<file path="src/rtl/floor_sched_pkg.sv">
// Shared types and default sizing for the floor request scheduler.
// The floor bus is fixed at 4 bits to match the existing controller and display path.
package floor_sched_pkg;

  localparam int DEF_NUM_FLOORS      = 10;
  localparam int DEF_DEBOUNCE_CYCLES = 16;
  localparam int DEF_DWELL_CYCLES    = 32;
  localparam int FLOOR_W             = 4;

  typedef enum logic [1:0] {
    ST_IDLE  = 2'd0,
    ST_UP    = 2'd1,
    ST_DOWN  = 2'd2,
    ST_DWELL = 2'd3
  } sched_state_e;

  // Out-of-range car positions (e.g. 12 with 10 floors) match no request bit.
  function automatic logic floor_in_range(input logic [FLOOR_W-1:0] floor, input int num_floors);
    return ({1'b0, floor} < 5'(num_floors));
  endfunction

endpackage

</file>
<file path="src/rtl/floor_request_scheduler_btn_sync_edge.sv">
// One call button: 2-flop synchronizer, tick-gated sample and a one-cycle
// press pulse on a 0 -> 1 change between consecutive tick samples.
module btn_sync_edge
  import floor_sched_pkg::*;
(
  input  logic clk,
  input  logic rst_n,
  input  logic tick_i,
  input  logic btn_i,
  output logic press_o
);

  logic sync1_q;
  logic sync2_q;
  logic sample_q;
  logic sample_d;
  logic press_q;
  logic press_d;

  // Sample only on the shared tick; held buttons never re-trigger.
  always_comb begin
    sample_d = sample_q;
    press_d  = 1'b0;
    if (tick_i) begin
      sample_d = sync2_q;
      press_d  = sync2_q & ~sample_q;
    end else begin
      sample_d = sample_q;
      press_d  = 1'b0;
    end
  end

  // Synchronizer, sample and pulse registers.
  always_ff @(posedge clk) begin
    if (!rst_n) begin
      sync1_q  <= 1'b0;
      sync2_q  <= 1'b0;
      sample_q <= 1'b0;
      press_q  <= 1'b0;
    end else begin
      sync1_q  <= btn_i;
      sync2_q  <= sync1_q;
      sample_q <= sample_d;
      press_q  <= press_d;
    end
  end

  assign press_o = press_q;

endmodule

</file>
<file path="src/rtl/floor_request_scheduler.sv">
// Collects debounced floor calls into a pending bitmap and runs an up/down
// sweep scheduler that hands one target floor at a time to the car controller.
module floor_request_scheduler
  import floor_sched_pkg::*;
#(
  parameter int NUM_FLOORS      = DEF_NUM_FLOORS,
  parameter int DEBOUNCE_CYCLES = DEF_DEBOUNCE_CYCLES,
  parameter int DWELL_CYCLES    = DEF_DWELL_CYCLES
) (
  input  logic                  clk,
  input  logic                  rst_n,
  input  logic [NUM_FLOORS-1:0] call_btn,
  input  logic [3:0]            current_floor,
  input  logic                  car_idle,
  output logic [3:0]            requested_floor,
  output logic [NUM_FLOORS-1:0] pending,
  output logic                  dir_up,
  output logic                  door_open
);

  localparam int TICK_W  = $clog2(DEBOUNCE_CYCLES + 1);
  localparam int DWELL_W = $clog2(DWELL_CYCLES + 1);
  localparam logic [TICK_W-1:0]  TICK_LAST  = TICK_W'(DEBOUNCE_CYCLES - 1);
  localparam logic [DWELL_W-1:0] DWELL_LAST = DWELL_W'(DWELL_CYCLES - 1);

  logic [TICK_W-1:0]     tick_cnt_q;
  logic [TICK_W-1:0]     tick_cnt_d;
  logic                  tick_q;
  logic                  tick_last_s;
  logic [NUM_FLOORS-1:0] press_s;

  sched_state_e          state_q;
  sched_state_e          state_d;
  logic                  dir_up_q;
  logic                  dir_up_d;
  logic                  door_open_q;
  logic                  door_open_d;
  logic [3:0]            requested_q;
  logic [3:0]            requested_d;
  logic [NUM_FLOORS-1:0] pending_q;
  logic [NUM_FLOORS-1:0] pending_d;
  logic [DWELL_W-1:0]    dwell_cnt_q;
  logic [DWELL_W-1:0]    dwell_cnt_d;

  logic                  floor_valid_s;
  logic [NUM_FLOORS-1:0] hit_s;
  logic [NUM_FLOORS-1:0] above_s;
  logic [NUM_FLOORS-1:0] below_s;
  logic [NUM_FLOORS-1:0] clr_s;
  logic                  any_above_s;
  logic                  any_below_s;
  logic                  at_floor_s;
  logic [3:0]            low_above_s;
  logic [3:0]            high_below_s;
  logic                  dwell_done_s;

  // Free-running debounce tick generator.
  always_comb begin
    tick_last_s = (tick_cnt_q == TICK_LAST);
    tick_cnt_d  = tick_last_s ? {TICK_W{1'b0}} : tick_cnt_q + 1'b1;
  end

  // Tick counter and registered tick pulse.
  always_ff @(posedge clk) begin
    if (!rst_n) begin
      tick_cnt_q <= {TICK_W{1'b0}};
      tick_q     <= 1'b0;
    end else begin
      tick_cnt_q <= tick_cnt_d;
      tick_q     <= tick_last_s;
    end
  end

  for (genvar g = 0; g < NUM_FLOORS; g++) begin : g_btn
    btn_sync_edge u_btn (
      .clk     (clk),
      .rst_n   (rst_n),
      .tick_i  (tick_q),
      .btn_i   (call_btn[g]),
      .press_o (press_s[g])
    );
  end

  // Classify pending floors relative to the car and pick the nearest in each direction.
  always_comb begin
    floor_valid_s = floor_in_range(current_floor, NUM_FLOORS);
    hit_s         = {NUM_FLOORS{1'b0}};
    above_s       = {NUM_FLOORS{1'b0}};
    below_s       = {NUM_FLOORS{1'b0}};
    for (int i = 0; i < NUM_FLOORS; i++) begin
      hit_s[i]   = floor_valid_s & (4'(i) == current_floor);
      above_s[i] = floor_valid_s & pending_q[i] & (4'(i) > current_floor);
      below_s[i] = floor_valid_s & pending_q[i] & (4'(i) < current_floor);
    end
    any_above_s = |above_s;
    any_below_s = |below_s;
    at_floor_s  = |(hit_s & pending_q);
    low_above_s = current_floor;
    for (int i = NUM_FLOORS - 1; i >= 0; i--) begin
      low_above_s = above_s[i] ? 4'(i) : low_above_s;
    end
    high_below_s = current_floor;
    for (int i = 0; i < NUM_FLOORS; i++) begin
      high_below_s = below_s[i] ? 4'(i) : high_below_s;
    end
  end

  // Sweep scheduler next-state; an unknown car position freezes the sweep.
  always_comb begin
    state_d      = state_q;
    dir_up_d     = dir_up_q;
    dwell_done_s = (dwell_cnt_q == DWELL_LAST);
    case (state_q)
      ST_IDLE: begin
        if (at_floor_s && car_idle) begin
          state_d = ST_DWELL;
        end else if (any_above_s) begin
          state_d  = ST_UP;
          dir_up_d = 1'b1;
        end else if (any_below_s) begin
          state_d  = ST_DOWN;
          dir_up_d = 1'b0;
        end else begin
          state_d = ST_IDLE;
        end
      end
      ST_UP: begin
        if (!floor_valid_s) begin
          state_d = ST_UP;
        end else if (car_idle && at_floor_s) begin
          state_d = ST_DWELL;
        end else if (!any_above_s && !at_floor_s) begin
          if (any_below_s) begin
            state_d  = ST_DOWN;
            dir_up_d = 1'b0;
          end else begin
            state_d = ST_IDLE;
          end
        end else begin
          state_d = ST_UP;
        end
      end
      ST_DOWN: begin
        if (!floor_valid_s) begin
          state_d = ST_DOWN;
        end else if (car_idle && at_floor_s) begin
          state_d = ST_DWELL;
        end else if (!any_below_s && !at_floor_s) begin
          if (any_above_s) begin
            state_d  = ST_UP;
            dir_up_d = 1'b1;
          end else begin
            state_d = ST_IDLE;
          end
        end else begin
          state_d = ST_DOWN;
        end
      end
      ST_DWELL: begin
        if (!dwell_done_s) begin
          state_d = ST_DWELL;
        end else if (dir_up_q && any_above_s) begin
          state_d = ST_UP;
        end else if (!dir_up_q && any_below_s) begin
          state_d = ST_DOWN;
        end else if (any_below_s) begin
          state_d  = ST_DOWN;
          dir_up_d = 1'b0;
        end else if (any_above_s) begin
          state_d  = ST_UP;
          dir_up_d = 1'b1;
        end else begin
          state_d = ST_IDLE;
        end
      end
      default: begin
        state_d  = ST_IDLE;
        dir_up_d = 1'b1;
      end
    endcase
  end

  // Datapath next values derived from the chosen next state.
  always_comb begin
    dwell_cnt_d = ((state_q == ST_DWELL) && (state_d == ST_DWELL)) ?
                  dwell_cnt_q + 1'b1 : {DWELL_W{1'b0}};
    door_open_d = (state_d == ST_DWELL);
    // Clearing the car's floor outranks a press landing in the same cycle.
    clr_s       = hit_s & {NUM_FLOORS{state_d == ST_DWELL}};
    pending_d   = (pending_q | press_s) & ~clr_s;
    if (!floor_valid_s) begin
      requested_d = requested_q;
    end else if ((state_d == ST_UP) && any_above_s) begin
      requested_d = low_above_s;
    end else if ((state_d == ST_DOWN) && any_below_s) begin
      requested_d = high_below_s;
    end else begin
      requested_d = current_floor;
    end
  end

  // Scheduler state and all registered outputs.
  always_ff @(posedge clk) begin
    if (!rst_n) begin
      state_q     <= ST_IDLE;
      dir_up_q    <= 1'b1;
      door_open_q <= 1'b0;
      requested_q <= 4'd0;
      pending_q   <= {NUM_FLOORS{1'b0}};
      dwell_cnt_q <= {DWELL_W{1'b0}};
    end else begin
      state_q     <= state_d;
      dir_up_q    <= dir_up_d;
      door_open_q <= door_open_d;
      requested_q <= requested_d;
      pending_q   <= pending_d;
      dwell_cnt_q <= dwell_cnt_d;
    end
  end

  assign requested_floor = requested_q;
  assign pending         = pending_q;
  assign dir_up          = dir_up_q;
  assign door_open       = door_open_q;

endmodule

</file>
<file path="config.mk">
export PLATFORM = sky130hd
export DESIGN_NAME = floor_request_scheduler
export DESIGN_NICKNAME = d
export VERILOG_FILES = /design/src/rtl/floor_sched_pkg.sv /design/src/rtl/floor_request_scheduler_btn_sync_edge.sv /design/src/rtl/floor_request_scheduler.sv
export SDC_FILE = /design/constraint.sdc
export NUM_CORES = 1
export LEC_CHECK = 0
export ABC_AREA = 0
export ABC_CLOCK_PERIOD_IN_PS = 4400
export CORE_MARGIN = 5
export CORE_UTILIZATION = 34
export CTS_BUF_LIST = sky130_fd_sc_hd__clkbuf_8 sky130_fd_sc_hd__clkbuf_16
export CTS_CLUSTER_DIAMETER = 40
export DETAILED_ROUTE_END_ITERATION = 8
export PLACE_DENSITY_LB_ADDON = 0.12
export SLEW_MARGIN = 15
export SYNTH_ARGS = -nofsm -noshare
export SYNTH_HDL_FRONTEND = slang
export SYNTH_SLANG_ARGS = --single-unit
</file>
<file path="constraint.sdc">
create_clock -name clk -period 4.4 [get_ports clk]
set_clock_uncertainty 0.15 [all_clocks]
set_input_delay 0.88 -clock clk [delete_from_list [all_inputs] [get_ports clk]]
set_output_delay 0.88 -clock clk [all_outputs]
set_load 0.005 [all_outputs]
</file>
==> impl_metrics.ini, run 1 <==
[run]
max-cap-violations = 0

[routing]
drt_iter0_drc = 91
antenna_left = 0
wire_per_inst_um = 14.8
wirelength_mm = 7.85
vias_per_cell = 5.15
vias = 2742
drc = 0
dr.pass1.iters = 4

[clock_network]
clk_pin_slew_ns = 0.08
h-tree-depth = 3
cts_tree = done
cts_resized = 0
cts_sinks = 70
root_buffer = clkbuf_8
cts_setup_buffers = 0
cts_inserted_buffers = 9
clock_latency_ns = 0.34
hold_buffers = 0
max-clock-path-buffers = 2

[min_path]
hold_class = register to register
hold_depth = 1

[sta]
maxSlewHeadroom = 0.580
worstMarginPinSlew_ns = 0.629
rsz0062_at_grt = no
period_share = 0.885
max_freq_mhz = 257
fin_crit_ns = 3.89
finalMaxSlewViolations = 0
setup-tns-final_ns = 0
finalSetupViolations = 0
hold_violations = 0

[floorplanning]
die_w_um = 107
fp.dieArea_mm2 = 0.0115
io_pins = 33
std_cell_rows = 35
die_y_um = 107
initial_utilization = 0.348
coreArea_mm2 = 0.00924

[final_layout]
fillers = 917
n_antenna_cell = 0
syn2layout_area_growth_pct = 23.3
fin_cells = 532
final_net_count = 418
final_cell_area_mm2 = 0.00396
drive_above_1_share = 0.134

[placed_design]
dp_hpwl_mm = 5.77
placedInstanceArea_mm2 = 0.00375
gp_congestion = 0.883
portBuffers = 32
dp.cells = 516

[grt]
grt_max_degree = 23
grt_use_total = 0.145
grt_pass1_vias = 2673
grt_antenna_before_repair = 0
grt_pass1_wl_mm = 13.4
grt-ovfl-total = 0

[critical_path]
cpLargestDelayFamily = compound AO/OA/AOI/OAI gates
path_max_fanout = 9
critPathLaunchType = input pin
crit_required_ns = 4.50
reg2regPathDepth = 10
crit_start = current_floor[3]
crit_cells = 10
path_cells = clkdlybuf4s50_1 > and3b_1 > a32o_1 > a311oi_4 > nand3_2 > o31a_1 > o211ai_2 > and2_1 > a2bb2oi_1 > a221oi_1
r2r_slack_ns = 1.35
crit_slowest_cell = clkdlybuf4s50_1
worst_ep_arrival_time_ns = 3.99
r2r_end = requested_floor[2]
cp_num_buf_inv = 1
worstSetupPathType = input pin to register
crit_path_end = requested_floor[3]
r2r-start = pending[4]
cp-end-kind = register
cpPeakStageDelay_ns = 0.68

[pwr]
peakVddDrop_uv = 163
p_leak_nw = 1.44
powerDensity_mw_per_mm2 = 321

[logic_synthesis]
synth_area_leaders = dfxtp_1 (44%), and2_1 (4.7%), o21ai_0 (4.1%), nor2_1 (4.0%), mux2i_1 (3.1%)
netlist.area_leader.share = 0.436
synth_cell_types = 65
async_flop_share = 0
synth_seq_area_share = 0.436
synth_area_mm2 = 0.00321
ys_seq_elements = 70
syn_inst = 357
yosys.area.top_type = dfxtp_1
synthesis.nets = 377
synth_edf_count = 0
synth_warnings = 0
avgSynthCellArea_um2 = 9.00
synth_ff_type = dfxtp_1

[status]
outcome = finished, final reports clean
==> metal layers <==
metal | vias up | share of wire | global-route usage
li1 | 1372 | - | -
met1 | 1273 | 0.48 | 0.196
met2 | 82 | 0.44 | 0.215
met3 | 15 | 0.061 | 0.0415
met4 | 0 | 0.020 | 0.0575
met5 | - | 0 | 0
==> per-stage QoR <==
step,utilization,hold WS [ns],worst slack [ns],total power [mW]
floorplan,-,0.246,1.11,0.713
finish,0.428,0.265,0.505,1.27
global route,0.428,0.277,0.392,1.34
detailed placement,0.406,0.257,0.207,0.755
global placement,0.406,0.253,0.218,0.755
CTS,0.428,0.268,0.555,1.29
==> layout make-up <==
class	count	area, µm²	share of cell area
Clock buffer	10	138	0.0348
Clock inverter	6	68.8	0.0174
Multi-Input combinational cell	255	1670	0.423
Timing Repair Buffer	51	475	0.120
Tap cell	129	161	0.0408
Inverter	11	41.3	0.0104
Sequential cell	70	1400	0.354
==> kinds of logic (layout without fill, tap and decap cells) <==
family | after synthesis | count (layout) | share of synthesized area
adders and majority gates | 3 | 3 | 0.0117
buffers and inverters | 32 | 78 | 0.0428
and+or+nand+nor | 136 | 136 | 0.238
muxes | 14 | 14 | 0.0452
AOI/OAI and AO/OA | 96 | 96 | 0.210
xor gates and xnor gates | 6 | 6 | 0.0164
DFF | 70 | 70 | 0.436
==> Yosys cell counts (2+ instances only) <==
master and n:
dfxtp_1 70, nor2_1 34, o21ai_0 26, and2_1 24
nand2_1 19, nand3_1 16, a21oi_1 14, nor3b_1 12
inv_1 10, mux2i_1 10, a31oi_1 9, clkbuf_1 9
and3_1 7, buf_2 7, a32oi_1 5, o21ai_1 5
mux2_2 4, nor3_1 4, a21o_1 3, ha_1 3
nor2b_1 3, o21a_1 3, xnor2_1 3, xor2_1 3
a211o_1 2, a22oi_1 2, a2bb2oi_1 2, buf_1 2
buf_4 2, nand3_2 2, nand4_1 2, o221ai_1 2
o22ai_1 2, o31a_1 2, o31ai_1 2, or2_1 2
or2_2 2
==> sequential cells by signal, summed over array words and instances (netlist names) <==
signal and flops:
g_btn.u_btn.press_o 10, g_btn.u_btn.sample_q 10, g_btn.u_btn.sync1_q 10, g_btn.u_btn.sync2_q 10, pending 10, dwell_cnt_q 6, tick_cnt_q 5, requested_floor 4
state_q 2, dir_up 1, door_open 1, tick_q 1
==> worst min-delay path by stage <==
stage | start | end
finish | g_btn[9].u_btn.sample_q | g_btn[9].u_btn.press_o
global route | g_btn[3].u_btn.sample_q | g_btn[3].u_btn.press_o
CTS | g_btn[5].u_btn.sample_q | g_btn[5].u_btn.press_o
detailed placement | g_btn[5].u_btn.sample_q | g_btn[5].u_btn.press_o
global placement | g_btn[4].u_btn.sample_q | g_btn[4].u_btn.press_o
floorplan | g_btn[0].u_btn.sample_q | g_btn[0].u_btn.press_o
==> layout by cell type (no fill, tap or decap), types with 12 or more instances in the layout <==
cell type	n
nand2_1	19
and2_1	24
nand3_1	16
nor3b_1	12
buf_4	18
dfxtp_1	70
o21ai_0	26
nor2_1	34
clkdlybuf4s50_1	32
a21oi_1	14
==> where the power goes <==
part	internal [mW]	switching (mW)	leakage (nW)
combinational	0.0439	0.0449	0.766
sequential	0.646	0.00505	0.570
clock	0.281	0.250	0.103
No activity file was read; power rests on OpenSTA's default activity.
==> inputs of run 2 (changes only) <==
--- a/config.mk
+++ b/config.mk
@@ -6,12 +6,13 @@
 export NUM_CORES = 1
 export LEC_CHECK = 0
 export ABC_AREA = 0
-export ABC_CLOCK_PERIOD_IN_PS = 4400
+export ABC_CLOCK_PERIOD_IN_PS = 4100
 export CORE_MARGIN = 5
 export CORE_UTILIZATION = 34
 export CTS_BUF_LIST = sky130_fd_sc_hd__clkbuf_8 sky130_fd_sc_hd__clkbuf_16
 export CTS_CLUSTER_DIAMETER = 40
 export DETAILED_ROUTE_END_ITERATION = 8
+export GPL_TIMING_DRIVEN = 0
 export PLACE_DENSITY_LB_ADDON = 0.12
 export SLEW_MARGIN = 15
 export SYNTH_ARGS = -nofsm -noshare
==> constraint.sdc (replaced) <==
create_clock -name clk -period 4.1 [get_ports clk]
set_clock_uncertainty 0.15 [all_clocks]
set_input_delay 0.82 -clock clk [delete_from_list [all_inputs] [get_ports clk]]
set_output_delay 0.82 -clock clk [all_outputs]
set_load 0.005 [all_outputs]
==> run 2 against run 1 <==
Sequential share of layout area rose by 0.81 points; via count up 0.11%; global-route usage rose by 0.29 points.
==> impl_metrics.ini, run 2 (synthesis results as in run 1) <==
[status]
outcome = finished, final reports clean

[placed_design]
portBuffers = 29
dp_slack_ns = -0.0182
gp_congestion = 0.889
dp_hpwl_mm = 5.92
placedInstanceArea_mm2 = 0.00366
dp.cells = 515

[clock_network]
h-tree-depth = 3
cts_sinks = 70
cts_setup_buffers = 0
cts_resized = 0
root_buffer = clkbuf_8
clk_pin_slew_ns = 0.08
clock_latency_ns = 0.34
cts_tree = done
hold_buffers = 0
cts_inserted_buffers = 9
max-clock-path-buffers = 2

[final_layout]
multi_input_area_mm2 = 0.00167
final_cell_area_mm2 = 0.00387
layout_commonest_cell = dfxtp_1
drive_above_1_share = 0.112
syn2layout_area_growth_pct = 20.5
fillers = 946
final_net_count = 417
fin_cells = 531
n_antenna_cell = 0
ff_latch_area_mm2 = 0.00140
final_cell_mix = dfxtp_1 (70), nor2_1 (34), clkdlybuf4s50_1 (29)

[grt]
grt_pass1_wl_mm = 13.4
grt_antenna_before_repair = 0
grt_max_degree = 14
grt_use_total = 0.148
grt-ovfl-total = 0
grt_pass1_vias = 2634

[critical_path]
crit_path_frequent_cell = nand3_1
cpPeakStageDelay_ns = 0.60
critPathLaunchType = input pin
cp-end-kind = register
path_max_fanout = 10
cpLargestDelayFamily = simple AND/OR/NAND/NOR gates
cp_num_buf_inv = 3
crit_required_ns = 4.15
path_cells = clkdlybuf4s50_1 > buf_2 > and2_1 > nand3_1 > and3_1 > nand3_2 > buf_4 > nand3_1 > a311o_2 > nor3_2 > a41oi_1
crit_slowest_cell = clkdlybuf4s50_1
r2r_slack_ns = 0.91
worstSetupPathType = input pin to register
crit_cells = 11
reg2regPathDepth = 8
worst_ep_arrival_time_ns = 3.84

[min_path]
hold_depth = 1
hold_class = register to register

[pwr]
p_switching_mw = 0.325
power_frac_comb = 0.065
total_power_mw = 1.36
p_clk_frac = 0.420
peakVddDrop_uv = 159
powerDensity_mw_per_mm2 = 351
p_leak_nw = 1.39
intPower_mw = 1.03
seqPwrFrac = 0.515
p_sw_frac = 0.239

[sta]
maxSlewHeadroom = 0.491
worstMarginPinSlew_ns = 0.763
finalMaxSlewViolations = 0
max_freq_mhz = 264
fin_hold_ws_ns = 0.268
fin_crit_ns = 3.79
hold_violations = 0
finalSetupViolations = 0
rsz0062_at_grt = no
period_share = 0.925
layout_setup_ws_ns = 0.308

[floorplanning]
coreArea_mm2 = 0.00924
io_pins = 33
die_y_um = 107
initial_utilization = 0.348
die_w_um = 107
std_cell_rows = 35
fp.dieArea_mm2 = 0.0115

[routing]
vias = 2745
wire_per_inst_um = 15.4
antenna_left = 0
drt_iter0_drc = 95
wirelength_mm = 8.19
dr.pass1.iters = 4
vias_per_cell = 5.17
drc = 0

[run]
max-cap-violations = 0
[run 2: per-stage QoR]
step / utilization / TNS, ns
final: 0.419 / 0
after global routing: 0.419 / 0
after CTS: 0.419 / 0
after detailed placement: 0.396 / -0.0182
after global placement: 0.396 / -0.162
after floorplan: - / 0
[run 2: power by group through the flow]
stage / registers (mW) / clock network [mW] / logic, mW
2_1_floorplan: 0.714 / 0 / 0.0513
3_3_place_gp: 0.715 / 0 / 0.0890
3_5_place_dp: 0.715 / 0 / 0.0887
4_1_cts: 0.699 / 0.589 / 0.0891
5_1_grt: 0.701 / 0.621 / 0.0968
6_report: 0.699 / 0.570 / 0.0886
[run 2: path summary, 6_finish.rpt]
check                           from                endpoint
max                 current_floor[0]              pending[5]
min          g_btn[6].u_btn.sample_q  g_btn[6].u_btn.press_o
max reg2reg               pending[4]              pending[5]
min reg2reg  g_btn[6].u_btn.sample_q  g_btn[6].u_btn.press_o
[run 2: layout make-up]
class,instances,area share
Inverter,11,0.0107
Sequential cell,70,0.362
Tap cell,129,0.0417
Multi-Input combinational cell,255,0.432
Buffer,21,0.0249
Clock buffer,10,0.0356
Timing Repair Buffer,29,0.0750
Clock inverter,6,0.0178
[run 2: metal layers]
layer	part of all wire	wire length, µm	up-vias	track usage
met5	0	0	-	0
met4	0.030	244	0	0.0703
met3	0.044	360	22	0.0325
met2	0.43	3550	68	0.224
met1	0.49	4030	1288	0.197
li1	-	-	1367	-
==> inputs of run 3 (changes only) <==
--- a/config.mk
+++ b/config.mk
@@ -10,7 +10,7 @@
 export CORE_MARGIN = 5
 export CORE_UTILIZATION = 34
 export CTS_BUF_LIST = sky130_fd_sc_hd__clkbuf_8 sky130_fd_sc_hd__clkbuf_16
-export CTS_CLUSTER_DIAMETER = 40
+export CTS_CLUSTER_DIAMETER = 120
 export DETAILED_ROUTE_END_ITERATION = 8
 export GPL_TIMING_DRIVEN = 0
 export PLACE_DENSITY_LB_ADDON = 0.12
==> results of run 3 <==
Final layout, timing and power as in run 2 (identical DEF).
